## config.mk

```make
export PLATFORM = sky130hd
export DESIGN_NAME = cfu_mac_seq
export DESIGN_NICKNAME = d
export VERILOG_FILES = /design/src/rtl/cfu_mac_seq.sv
export SDC_FILE = /design/constraint.sdc
export NUM_CORES = 1
export LEC_CHECK = 0
export BUFFER_PORTS_ARGS = -buffer_cell sky130_fd_sc_hd__buf_2
export CAP_MARGIN = 20
export CORE_UTILIZATION = 40
export DETAILED_ROUTE_END_ITERATION = 12
export GPL_ROUTABILITY_DRIVEN = 0
export GPL_TIMING_DRIVEN = 0
export SYNTH_ARGS = -nofsm -noshare
export SYNTH_HDL_FRONTEND = slang
export SYNTH_SLANG_ARGS = --single-unit
```

## constraint.sdc

```tcl
create_clock -name clk -period 10.45 [get_ports clk]
set_input_delay 2.09 -clock clk [delete_from_list [all_inputs] [get_ports clk]]
set_output_delay 2.09 -clock clk [all_outputs]
set_load 0.01 [all_outputs]
```

## src/rtl/cfu_mac_seq.sv

```systemverilog
// Sequencer between the CPU CFU port and the 8-lane SIMD MAC: operand-pair FIFO,
// group engine (load-lo/load-hi/accumulate) and CPU command decode. Build with
// CFU_MAC_SEQ_STATS_EN defined to add the op-4 stall counter.
module cfu_mac_seq #(
  parameter int FIFO_DEPTH = 8,
  parameter int CNT_W      = 16
) (
  input  logic        clk,
  input  logic        reset,
  input  logic        cmd_valid,
  output logic        cmd_ready,
  input  logic [9:0]  cmd_payload_function_id,
  input  logic [31:0] cmd_payload_inputs_0,
  input  logic [31:0] cmd_payload_inputs_1,
  output logic        rsp_valid,
  input  logic        rsp_ready,
  output logic [31:0] rsp_payload_outputs_0,
  output logic        mac_cmd_valid,
  input  logic        mac_cmd_ready,
  output logic [9:0]  mac_func_id,
  output logic [31:0] mac_in0,
  output logic [31:0] mac_in1,
  input  logic        mac_rsp_valid,
  output logic        mac_rsp_ready,
  input  logic [31:0] mac_rsp_out
);

  localparam int          AW       = $clog2(FIFO_DEPTH);
  localparam logic [AW:0] FULL_CNT = (AW+1)'(FIFO_DEPTH);

  localparam logic [6:0] OP_CFG   = 7'd0;
  localparam logic [6:0] OP_PUSH  = 7'd1;
  localparam logic [6:0] OP_RES   = 7'd2;
  localparam logic [6:0] OP_STAT  = 7'd3;
  localparam logic [6:0] OP_STATS = 7'd4;

  localparam logic [9:0] MF_CFG = 10'd8;
  localparam logic [9:0] MF_LO  = 10'd16;
  localparam logic [9:0] MF_HI  = 10'd24;
  localparam logic [9:0] MF_ACC = 10'd32;

  typedef enum logic [2:0] {
    E_IDLE = 3'd0, E_LO = 3'd1, E_WLO = 3'd2, E_HI = 3'd3,
    E_WHI = 3'd4, E_ACC = 3'd5, E_WACC = 3'd6
  } eng_e;

  typedef enum logic [2:0] {U_IDLE, U_CFG, U_CFGW, U_RES, U_RSP} up_e;

  eng_e             eng_q;
  up_e              up_q;
  logic             cmd_ready_q, rsp_valid_q;
  logic [31:0]      rsp_data_q;
  logic [15:0]      cfg_off_q;
  logic [CNT_W-1:0] cfg_n_q, nrem_q;
  logic [31:0]      acc_q;
  logic             mac_vld_q, mac_rsp_rdy_q;
  logic [9:0]       mac_func_q;
  logic [31:0]      mac_in0_q, mac_in1_q;

  logic [63:0]      mem_q [FIFO_DEPTH];
  logic [AW-1:0]    wp_q, rp_q;
  logic [AW:0]      cnt_q, cnt_d;
  logic [63:0]      head;

  logic [6:0]  op;
  logic        accept, full, push, pop, flush;
  logic        cfg_pend, cfg_go, cnt_ge2, nrem_nz, start, more, res_ok;
  logic        mcmd_hs, mrsp_hs;
  logic [31:0] status;

  assign op       = cmd_payload_function_id[9:3];
  assign accept   = cmd_valid && cmd_ready_q;
  assign full     = (cnt_q == FULL_CNT);
  assign push     = accept && (op == OP_PUSH) && !full;
  assign head     = mem_q[rp_q];
  assign cnt_ge2  = (cnt_q >= (AW+1)'(2));
  assign nrem_nz  = (nrem_q != '0);
  assign cfg_pend = (up_q == U_CFG) || (up_q == U_CFGW);
  assign cfg_go   = (up_q == U_CFG) && (eng_q == E_IDLE);
  assign flush    = cfg_go;
  assign mcmd_hs  = mac_vld_q && mac_cmd_ready;
  assign mrsp_hs  = mac_rsp_rdy_q && mac_rsp_valid;
  assign start    = (eng_q == E_IDLE) && nrem_nz && cnt_ge2 && !cfg_pend;
  // Continue straight into the next group only if one remains after this decrement.
  assign more     = (nrem_q > CNT_W'(1)) && cnt_ge2 && !cfg_pend;
  assign pop      = start || ((eng_q == E_WLO) && mrsp_hs)
                          || ((eng_q == E_WACC) && mrsp_hs && more);
  assign res_ok   = (eng_q == E_IDLE) && (!nrem_nz || !cnt_ge2);
  assign status   = {16'(nrem_q), 8'(cnt_q), 5'b0, eng_q};

  // Operand-pair FIFO; {in0,in1} per entry
  always_comb begin
    cnt_d = cnt_q;
    if (flush) cnt_d = '0;
    else       cnt_d = cnt_q + (AW+1)'(push) - (AW+1)'(pop);
  end

  always_ff @(posedge clk) begin
    if (reset) begin
      wp_q  <= '0;
      rp_q  <= '0;
      cnt_q <= '0;
    end else begin
      cnt_q <= cnt_d;
      if (flush) begin
        wp_q <= '0;
        rp_q <= '0;
      end else begin
        if (push) wp_q <= wp_q + AW'(1);
        if (pop)  rp_q <= rp_q + AW'(1);
      end
    end
  end

  always_ff @(posedge clk) begin
    if (push) mem_q[wp_q] <= {cmd_payload_inputs_0, cmd_payload_inputs_1};
  end

  // Group engine; also owns the MAC port registers, which CFG borrows while engine is idle
  always_ff @(posedge clk) begin
    if (reset) begin
      eng_q         <= E_IDLE;
      nrem_q        <= '0;
      acc_q         <= '0;
      mac_vld_q     <= 1'b0;
      mac_rsp_rdy_q <= 1'b0;
      mac_func_q    <= '0;
      mac_in0_q     <= '0;
      mac_in1_q     <= '0;
    end else begin
      case (eng_q)
        E_IDLE: begin
          if (mcmd_hs) begin
            mac_vld_q     <= 1'b0;
            mac_rsp_rdy_q <= 1'b1;
          end
          if (mrsp_hs) mac_rsp_rdy_q <= 1'b0;
          if (cfg_go) begin
            nrem_q     <= cfg_n_q;
            acc_q      <= '0;
            mac_vld_q  <= 1'b1;
            mac_func_q <= MF_CFG;
            mac_in0_q  <= {16'b0, cfg_off_q};
            mac_in1_q  <= '0;
          end else if (start) begin
            eng_q      <= E_LO;
            mac_vld_q  <= 1'b1;
            mac_func_q <= MF_LO;
            mac_in0_q  <= head[63:32];
            mac_in1_q  <= head[31:0];
          end
        end
        E_LO, E_HI, E_ACC: begin
          if (mac_cmd_ready) begin
            mac_vld_q     <= 1'b0;
            mac_rsp_rdy_q <= 1'b1;
            eng_q         <= eng_e'(eng_q + 3'd1);
          end
        end
        E_WLO: begin
          if (mrsp_hs) begin
            mac_rsp_rdy_q <= 1'b0;
            eng_q         <= E_HI;
            mac_vld_q     <= 1'b1;
            mac_func_q    <= MF_HI;
            mac_in0_q     <= head[63:32];
            mac_in1_q     <= head[31:0];
          end
        end
        E_WHI: begin
          if (mrsp_hs) begin
            mac_rsp_rdy_q <= 1'b0;
            eng_q         <= E_ACC;
            mac_vld_q     <= 1'b1;
            mac_func_q    <= MF_ACC;
            mac_in0_q     <= '0;
            mac_in1_q     <= '0;
          end
        end
        E_WACC: begin
          if (mrsp_hs) begin
            mac_rsp_rdy_q <= 1'b0;
            acc_q         <= mac_rsp_out;
            nrem_q        <= nrem_q - CNT_W'(1);
            if (more) begin
              eng_q      <= E_LO;
              mac_vld_q  <= 1'b1;
              mac_func_q <= MF_LO;
              mac_in0_q  <= head[63:32];
              mac_in1_q  <= head[31:0];
            end else begin
              eng_q <= E_IDLE;
            end
          end
        end
        default: eng_q <= E_IDLE;
      endcase
    end
  end

`ifdef CFU_MAC_SEQ_STATS_EN
  logic [31:0] stall_q;
  logic        stall;

  always_comb begin
    stall = 1'b0;
    case (eng_q)
      E_IDLE:            stall = nrem_nz && !cnt_ge2;
      E_LO, E_HI, E_ACC: stall = !mcmd_hs;
      default:           stall = !mrsp_hs;
    endcase
  end

  always_ff @(posedge clk) begin
    if (reset || cfg_go) stall_q <= '0;
    else if (stall)      stall_q <= stall_q + 32'd1;
  end
`endif

  // CPU side: one outstanding command, response held until accepted
  always_ff @(posedge clk) begin
    if (reset) begin
      up_q        <= U_IDLE;
      cmd_ready_q <= 1'b0;
      rsp_valid_q <= 1'b0;
      rsp_data_q  <= '0;
      cfg_off_q   <= '0;
      cfg_n_q     <= '0;
    end else begin
      case (up_q)
        U_IDLE: begin
          cmd_ready_q <= 1'b1;
          if (accept) begin
            cmd_ready_q <= 1'b0;
            rsp_valid_q <= 1'b1;
            rsp_data_q  <= '0;
            up_q        <= U_RSP;
            case (op)
              OP_CFG: begin
                rsp_valid_q <= 1'b0;
                cfg_off_q   <= cmd_payload_inputs_0[15:0];
                cfg_n_q     <= cmd_payload_inputs_1[CNT_W-1:0];
                up_q        <= U_CFG;
              end
              OP_PUSH: rsp_data_q <= {full, 23'b0, 8'(cnt_d)};
              OP_RES: begin
                rsp_valid_q <= 1'b0;
                up_q        <= U_RES;
              end
              OP_STAT: rsp_data_q <= status;
`ifdef CFU_MAC_SEQ_STATS_EN
              OP_STATS: rsp_data_q <= stall_q;
`endif
              default: ;
            endcase
          end
        end
        U_CFG: if (cfg_go) up_q <= U_CFGW;
        U_CFGW: begin
          if (mrsp_hs) begin
            rsp_valid_q <= 1'b1;
            rsp_data_q  <= '0;
            up_q        <= U_RSP;
          end
        end
        U_RES: begin
          if (res_ok) begin
            rsp_valid_q <= 1'b1;
            rsp_data_q  <= acc_q;
            up_q        <= U_RSP;
          end
        end
        U_RSP: begin
          if (rsp_ready) begin
            rsp_valid_q <= 1'b0;
            cmd_ready_q <= 1'b1;
            up_q        <= U_IDLE;
          end
        end
        default: up_q <= U_IDLE;
      endcase
    end
  end

  assign cmd_ready             = cmd_ready_q;
  assign rsp_valid             = rsp_valid_q;
  assign rsp_payload_outputs_0 = rsp_data_q;
  assign mac_cmd_valid         = mac_vld_q;
  assign mac_func_id           = mac_func_q;
  assign mac_in0               = mac_in0_q;
  assign mac_in1               = mac_in1_q;
  assign mac_rsp_ready         = mac_rsp_rdy_q;

endmodule

```

; Word-level counts from Yosys, hierarchy flattened
; Memories as Yosys holds them, arrays and structs flattened. A register that Yosys moved wholly into a read port is not among the register bits.
; Index checks and enable logic that the tools add are counted.
[word_totals]
regBits = 206
output_inout_bits = 110
input_bits = 112
ram_bits = 512
n_memories = 1
[op_classes]
addsub = 6
reduce_logical = 49
n_lt_le_gt_ge = 2
eq_ne = 32
mux = 71
[memory_table]
columns = memory, depth, width, rd, rd_clocked_by_memory_dff, wr, line_no
row1 = mem_q, 8, 64, 1, 1, 1, 60  ; logic [63:0] mem_q [FIFO_DEPTH];
[ops]
columns = op, count
row1 = $mux W32, 15
row2 = $pmux W32 S4, 2
row3 = $pmux W32 S2, 2
row4 = $pmux W32 S3, 1
row5 = $mux W10, 6
row6 = $pmux W10 S4, 1
row7 = $mux W3, 13
row8 = $mux W16, 2
row9 = $pmux W16 S2, 1
row10 = $pmux W3 S5, 2
row11 = $ne A2 B2 Y1 const B, 13
row12 = $mux W1, 20
row13 = $reduce_and A6 Y1, 3
row14 = $gt A16 B1 Y1 const B, 1
row15 = $reduce_bool A16 Y1, 1
row16 = $sub A16 B1 Y16 const B, 1
row17 = $logic_and A1 B1 Y1, 15
row18 = $eq A7 B2 Y1 const B, 2
row19 = $eq A3 B2 Y1 const B, 4
row20 = $eq A3 B3 Y1 const B, 4
row21 = $reduce_bool A4 Y1, 3
row22 = $reduce_and A5 Y1, 2
row23 = $add A3 B1 Y3 const B, 3
row24 = $pmux W1 S4, 2
row25 = 24 further kinds, 41

; Longest topological paths before layout
[logic_depth]
depth_word = 11
depth_mapped = 16

; Worst setup path after synthesis
; Ideal clock, no wire load.
[synth_path]
kind = input port to flip-flop
from = in cmd_payload_function_id[5]
to = mem mem_q[0][0], enable pin
cell_stages = 4
slack_ps = 634
t_arrival_ps = 9170
setup_time_ps = 646
t_required_ps = 9804
path_cell_list = or4_1 > nor2_1 > nand3_1 > nor4_1
[synth_between]
elab_chain_len = 5
[synth_lines]
columns = item, line_no
row1 = from (decl), 12  ; input logic [9:0] cmd_payload_function_id,
row2 = $eq A7 B1 Y1, 74  ; assign push = accept && (op == OP_PUSH) && !full;
row3 = $logic_and A1 B1 Y1 (2 in series), 74
row4 = $mux W1, 116  ; if (push) mem_q[wp_q] <= {cmd_payload_inputs_0, cmd_payload_inputs_1};
row5 = $mux W1 (not written as such), 116
row6 = to (decl), 60
; No other way between the ends.

; Final worst setup path
[layout_path]
from = in cmd_payload_function_id[5]
to = reg rsp_data_q[2] (netlist: rsp_payload_outputs_0[2])
[layout_between]
elab_chain_len = 9
[layout_lines]
columns = item, line_no
row1 = $eq A7 B1 Y1, "74, 238"
row2 = $logic_and A1 B1 Y1 (2 in series), 74
row3 = $add A4 B1 Y4, 95  ; else cnt_d = cnt_q + (AW+1)'(push) - (AW+1)'(pop);
row4 = $sub A4 B1 Y4, 95
row5 = $mux W4, 94  ; if (flush) cnt_d = '0;
row6 = $pmux W32 S2 *, 238  ; case (op)
row7 = $mux W32 *, 233  ; if (accept) begin
row8 = $pmux W32 S3 *, 230  ; case (up_q)
row9 = to (signal assigned), 245  ; OP_PUSH: rsp_data_q <= {full, 23'b0, 8'(cnt_d)};
row10 = to (signal assigned), 250  ; OP_STAT: rsp_data_q <= status;
row11 = to (signal assigned), 269  ; rsp_data_q <= acc_q;
row12 = to (decl), 52  ; logic [31:0] rsp_data_q;
; Every way passes the cells marked *; elsewhere a longest branch is shown, timed or not. The select of a mux whose other input is x is not followed.
; A chain may end at the register's enable or synchronous reset.

==> impl_results.md <==
- Core Rows: 95
- Synth area leader: edfxtp_1
- Least-Margin Pin Slew: 1.02 ns
- Slew Limit Headroom: 32.3%
- R2r worst-path depth: 15
- Placed cell areas: between 30000 and 40000 sq um
- Max Cap Viol: 0
- Fill cells: ~5700
- EDFF count, synth: 512
- Nets: about 2200
- Die Y: 265 um
- End of the worst hold path: mac_in1[30]
- Final Hold Fails: 0
- Hold Crit Class: flop to flop
- Setup-failing EPs final: 0
- Postcts setup bufs: 0
- Main synth FF type: edfxtp_1
- Asr flop ratio synth: 0%
- Synth Register Bits: 714
- Outcome: finished, final reports clean
- Drt first-iter violations: roughly 1300
- Leakage power: 11.1 nW
- Core box area: 67800 sq um
- Post-Route WL: 69200 um
- Main area contributors after synthesis: edfxtp_1 (56%), dfxtp_1 (15%), mux4_2 (10%)
- Met3 routed WL: between 4000 and 5000 um
- Congestion Overflow GR: 0
- Worst Setup End Kind: flop
- # port buffers: 211
- Clock Tree Root: clkbuf_16
- Netlist Area Pre-Place: about 28000 sq um
- Design Area, Final: 33100 sq um
- Routed Antenna Nets: 0
- Worst flop-to-flop path endpoint: rsp_payload_outputs_0[2]
- CP Max Fanout: 7
- WL per Instance: around 23 um
- Arrival @ worst endpoint: 5.30 ns
- Cells after DPL: 2905
- Initial Util: 40.7%
- GRT Overall Usage: 19.9%
- Worst setup path class: input port to flop
- Most frequent cells in the layout: edfxtp_1 (512), buf_2 (235), dfxtp_1 (202)
- TritonCTS clock tree: yes
- Unique cell type count in the Yosys netlist: 76
- Hold_buf cts: 0
- Mean Syn Cell Area: between 15 and 20 sq um
- CTS resizes: 0
- H-tree levels: 3
- Most common cell after layout, fill and taps aside: edfxtp_1
- Reg-to-Reg Start: nrem_q[0]
- Mapped Cells: between 1500 and 2000
- Startpoint Class: input port
- Layout cells sized above 1: 27.7%
- Die W: 265 um
- IO Pins: between 200 and 250
- Die ar.: 70000 sq um
- CP cell instances: buf_2 -> or4_1 -> nor2_1 -> nand3_1 -> ha_1 -> inv_1 -> ha_1 -> fa_1 -> xnor2_1 -> nor2_1 -> a221oi_1 -> a211oi_1
- Fin Clk Skew: roughly 0.018 ns
- Worst hold margin: 0.447 ns
- Area grow syn2layout: 19.9%
- Crit path max-delay cell type: or4_1
- Upper clock frequency limit: 0.207 GHz
- Worst-path clk slew: 0.06 ns
- Gate family responsible for the most delay along the worst path: simple AND/OR/NAND/NOR gates
- Cell area power density: just under 200 nW/um^2
- Routed via count: between 15000 and 20000
- Met1 WL: 28800 um
- Max IR drop VDD: 0.131 mV
- RSZ-0062 raised after global routing: false
- Min Clock Period, post-route: a little under 5 ns
- 1st-pass router iterations: 7
- Final non-filler cell total: between 3000 and 4000
- Worst hold path depth: 2
- Overall Power: 6.48 mW
- Vias in the first global route: 17100
- Final Max Tran Viols: 0
- Crit share post-route: 46.2%
- Post-DP HPWL: between 40000 and 50000 um
- Clock Latency Late Sink: 0.62 ns
- R2r setup slk: about 6.4 ns
- Maximum clock insertion buffer count: 3
- # clock sinks: 714
- DR DRC count: 0
- WP data required: 10.92 ns
- CP peak stage delay: 0.58 ns
- Buf/Inv on CP: 2
- Post-DR vias/cell: 5.48
- First-pass GRT wire length: between 100000 and 150000 um
- Max Used Layer: met5
- Largest net degree at the start of global routing: 24
- Hold Crit Start: mac_in1[30]
- Sequential area share after synthesis: 70.4%
- Antenna violations before repair: 13
- YS warnings: 0
- Num CTS Buffers: 76
- DR WL met2: ~34000 um
- Yosys top cell area share: 55.7%
[report_power, final]
group / internal [mW] / leakage (nW) / switching, mW
Combinational: 0.200 / 3.64 / 0.358
Clock: 1.65 / 1.27 / 1.11
Sequential: 3.11 / 6.23 / 0.0553
[logic make-up (layout without fill, tap and decap cells)]
family                     after synthesis  in the layout  synth area share, %
AOI/OAI and AO/OA                      299            299                 6.99
buffers and inverters                  137            544                 2.43
other                                    1             12               0.0136
xor gates and xnor gates                 6              6                0.191
DFF                                    714            714                 70.4
and+or+nand+nor                        398            398                 6.42
adders and majority gates               12             12                0.571
muxes                                  196            196                 13.0
[flip-flops by register name (all words and copies together), names as in the netlist, named ones only]
name	count
mem_q	512
acc_q	32
mac_in0	32
mac_in1	32
rsp_payload_outputs_0	32
cfg_n_q	16
cfg_off_q	16
nrem_q	16
cnt_q	4
eng_q	3
mac_func_id	3
rp_q	3
up_q	3
wp_q	3
cmd_ready	1
mac_cmd_valid	1
mac_rsp_ready	1
rsp_valid	1
[area by class of cell]
cell class	instances	area [sq um]	area share, %
Antenna cell	5	12.5	0.0378
Tap cell	873	1090	3.30
Clock buffer	111	2200	6.66
Clock inverter	31	402	1.21
Inverter	16	60.1	0.182
Timing Repair Buffer	265	1720	5.20
Sequential cell	714	19400	58.7
Buffer	121	611	1.85
Multi-Input combinational cell	918	7570	22.9
[routing by layer]
layer,global-route usage (%),up-vias
met3,4.41,135
met2,33.4,562
met5,0,-
li1,-,7530
met4,6.05,16
met1,25.7,8482
[metrics by stage]
step | util [%] | TNS, ns | worst slack [ns]
2_1_floorplan | - | 0 | 0.634
3_3_place_gp | 43.9 | -1186.32 | -6.86
3_5_place_dp | 44.9 | 0 | 5.02
4_1_cts | 48.8 | 0 | 5.68
5_1_grt | 48.8 | 0 | 5.47
6_report | 48.8 | 0 | 5.62
[cells in the mapped netlist, types with 14 or more instances]
cell type    n
a21oi_1     73
a221oi_1    16
a22o_1      17
a22oi_1     39
buf_2       24
clkbuf_1    63
dfxtp_1    202
edfxtp_1   512
inv_1       14
mux2_2      16
mux2i_1     52
mux4_2     128
nand2_1    171
nor2_1     118
nor3_1      41
o21ai_0     93
[how the worst max path moves through the flow]
stage	slack, ns	start	to	cells after the start
6_report	5.62	cmd_payload_function_id[5]	rsp_payload_outputs_0[2]	12
5_1_grt	5.47	cmd_payload_function_id[5]	mem_q[0][30]	8
4_1_cts	5.68	cmd_payload_function_id[5]	mem_q[0][30]	8
3_5_place_dp	5.02	cmd_payload_function_id[5]	mem_q[0][48]	8
3_3_place_gp	-6.86	cmd_payload_function_id[5]	mem_q[0][30]	5
2_1_floorplan	0.63	cmd_payload_function_id[5]	mem_q[0][0]	4
[worst register-to-register path, delay by kind of cell, from the launching register on]
| family | cells | cell delay [ns] |
|---|---|---|
| compound gates | 4 | 0.97 |
| xor+xnor | 1 | 0.24 |
| fa+ha+maj | 4 | 1.14 |
| buf+inv | 3 | 0.23 |
| flops | 1 | 0.37 |
| simple gates | 3 | 0.96 |
No activity file was read; power rests on OpenSTA's default activity.
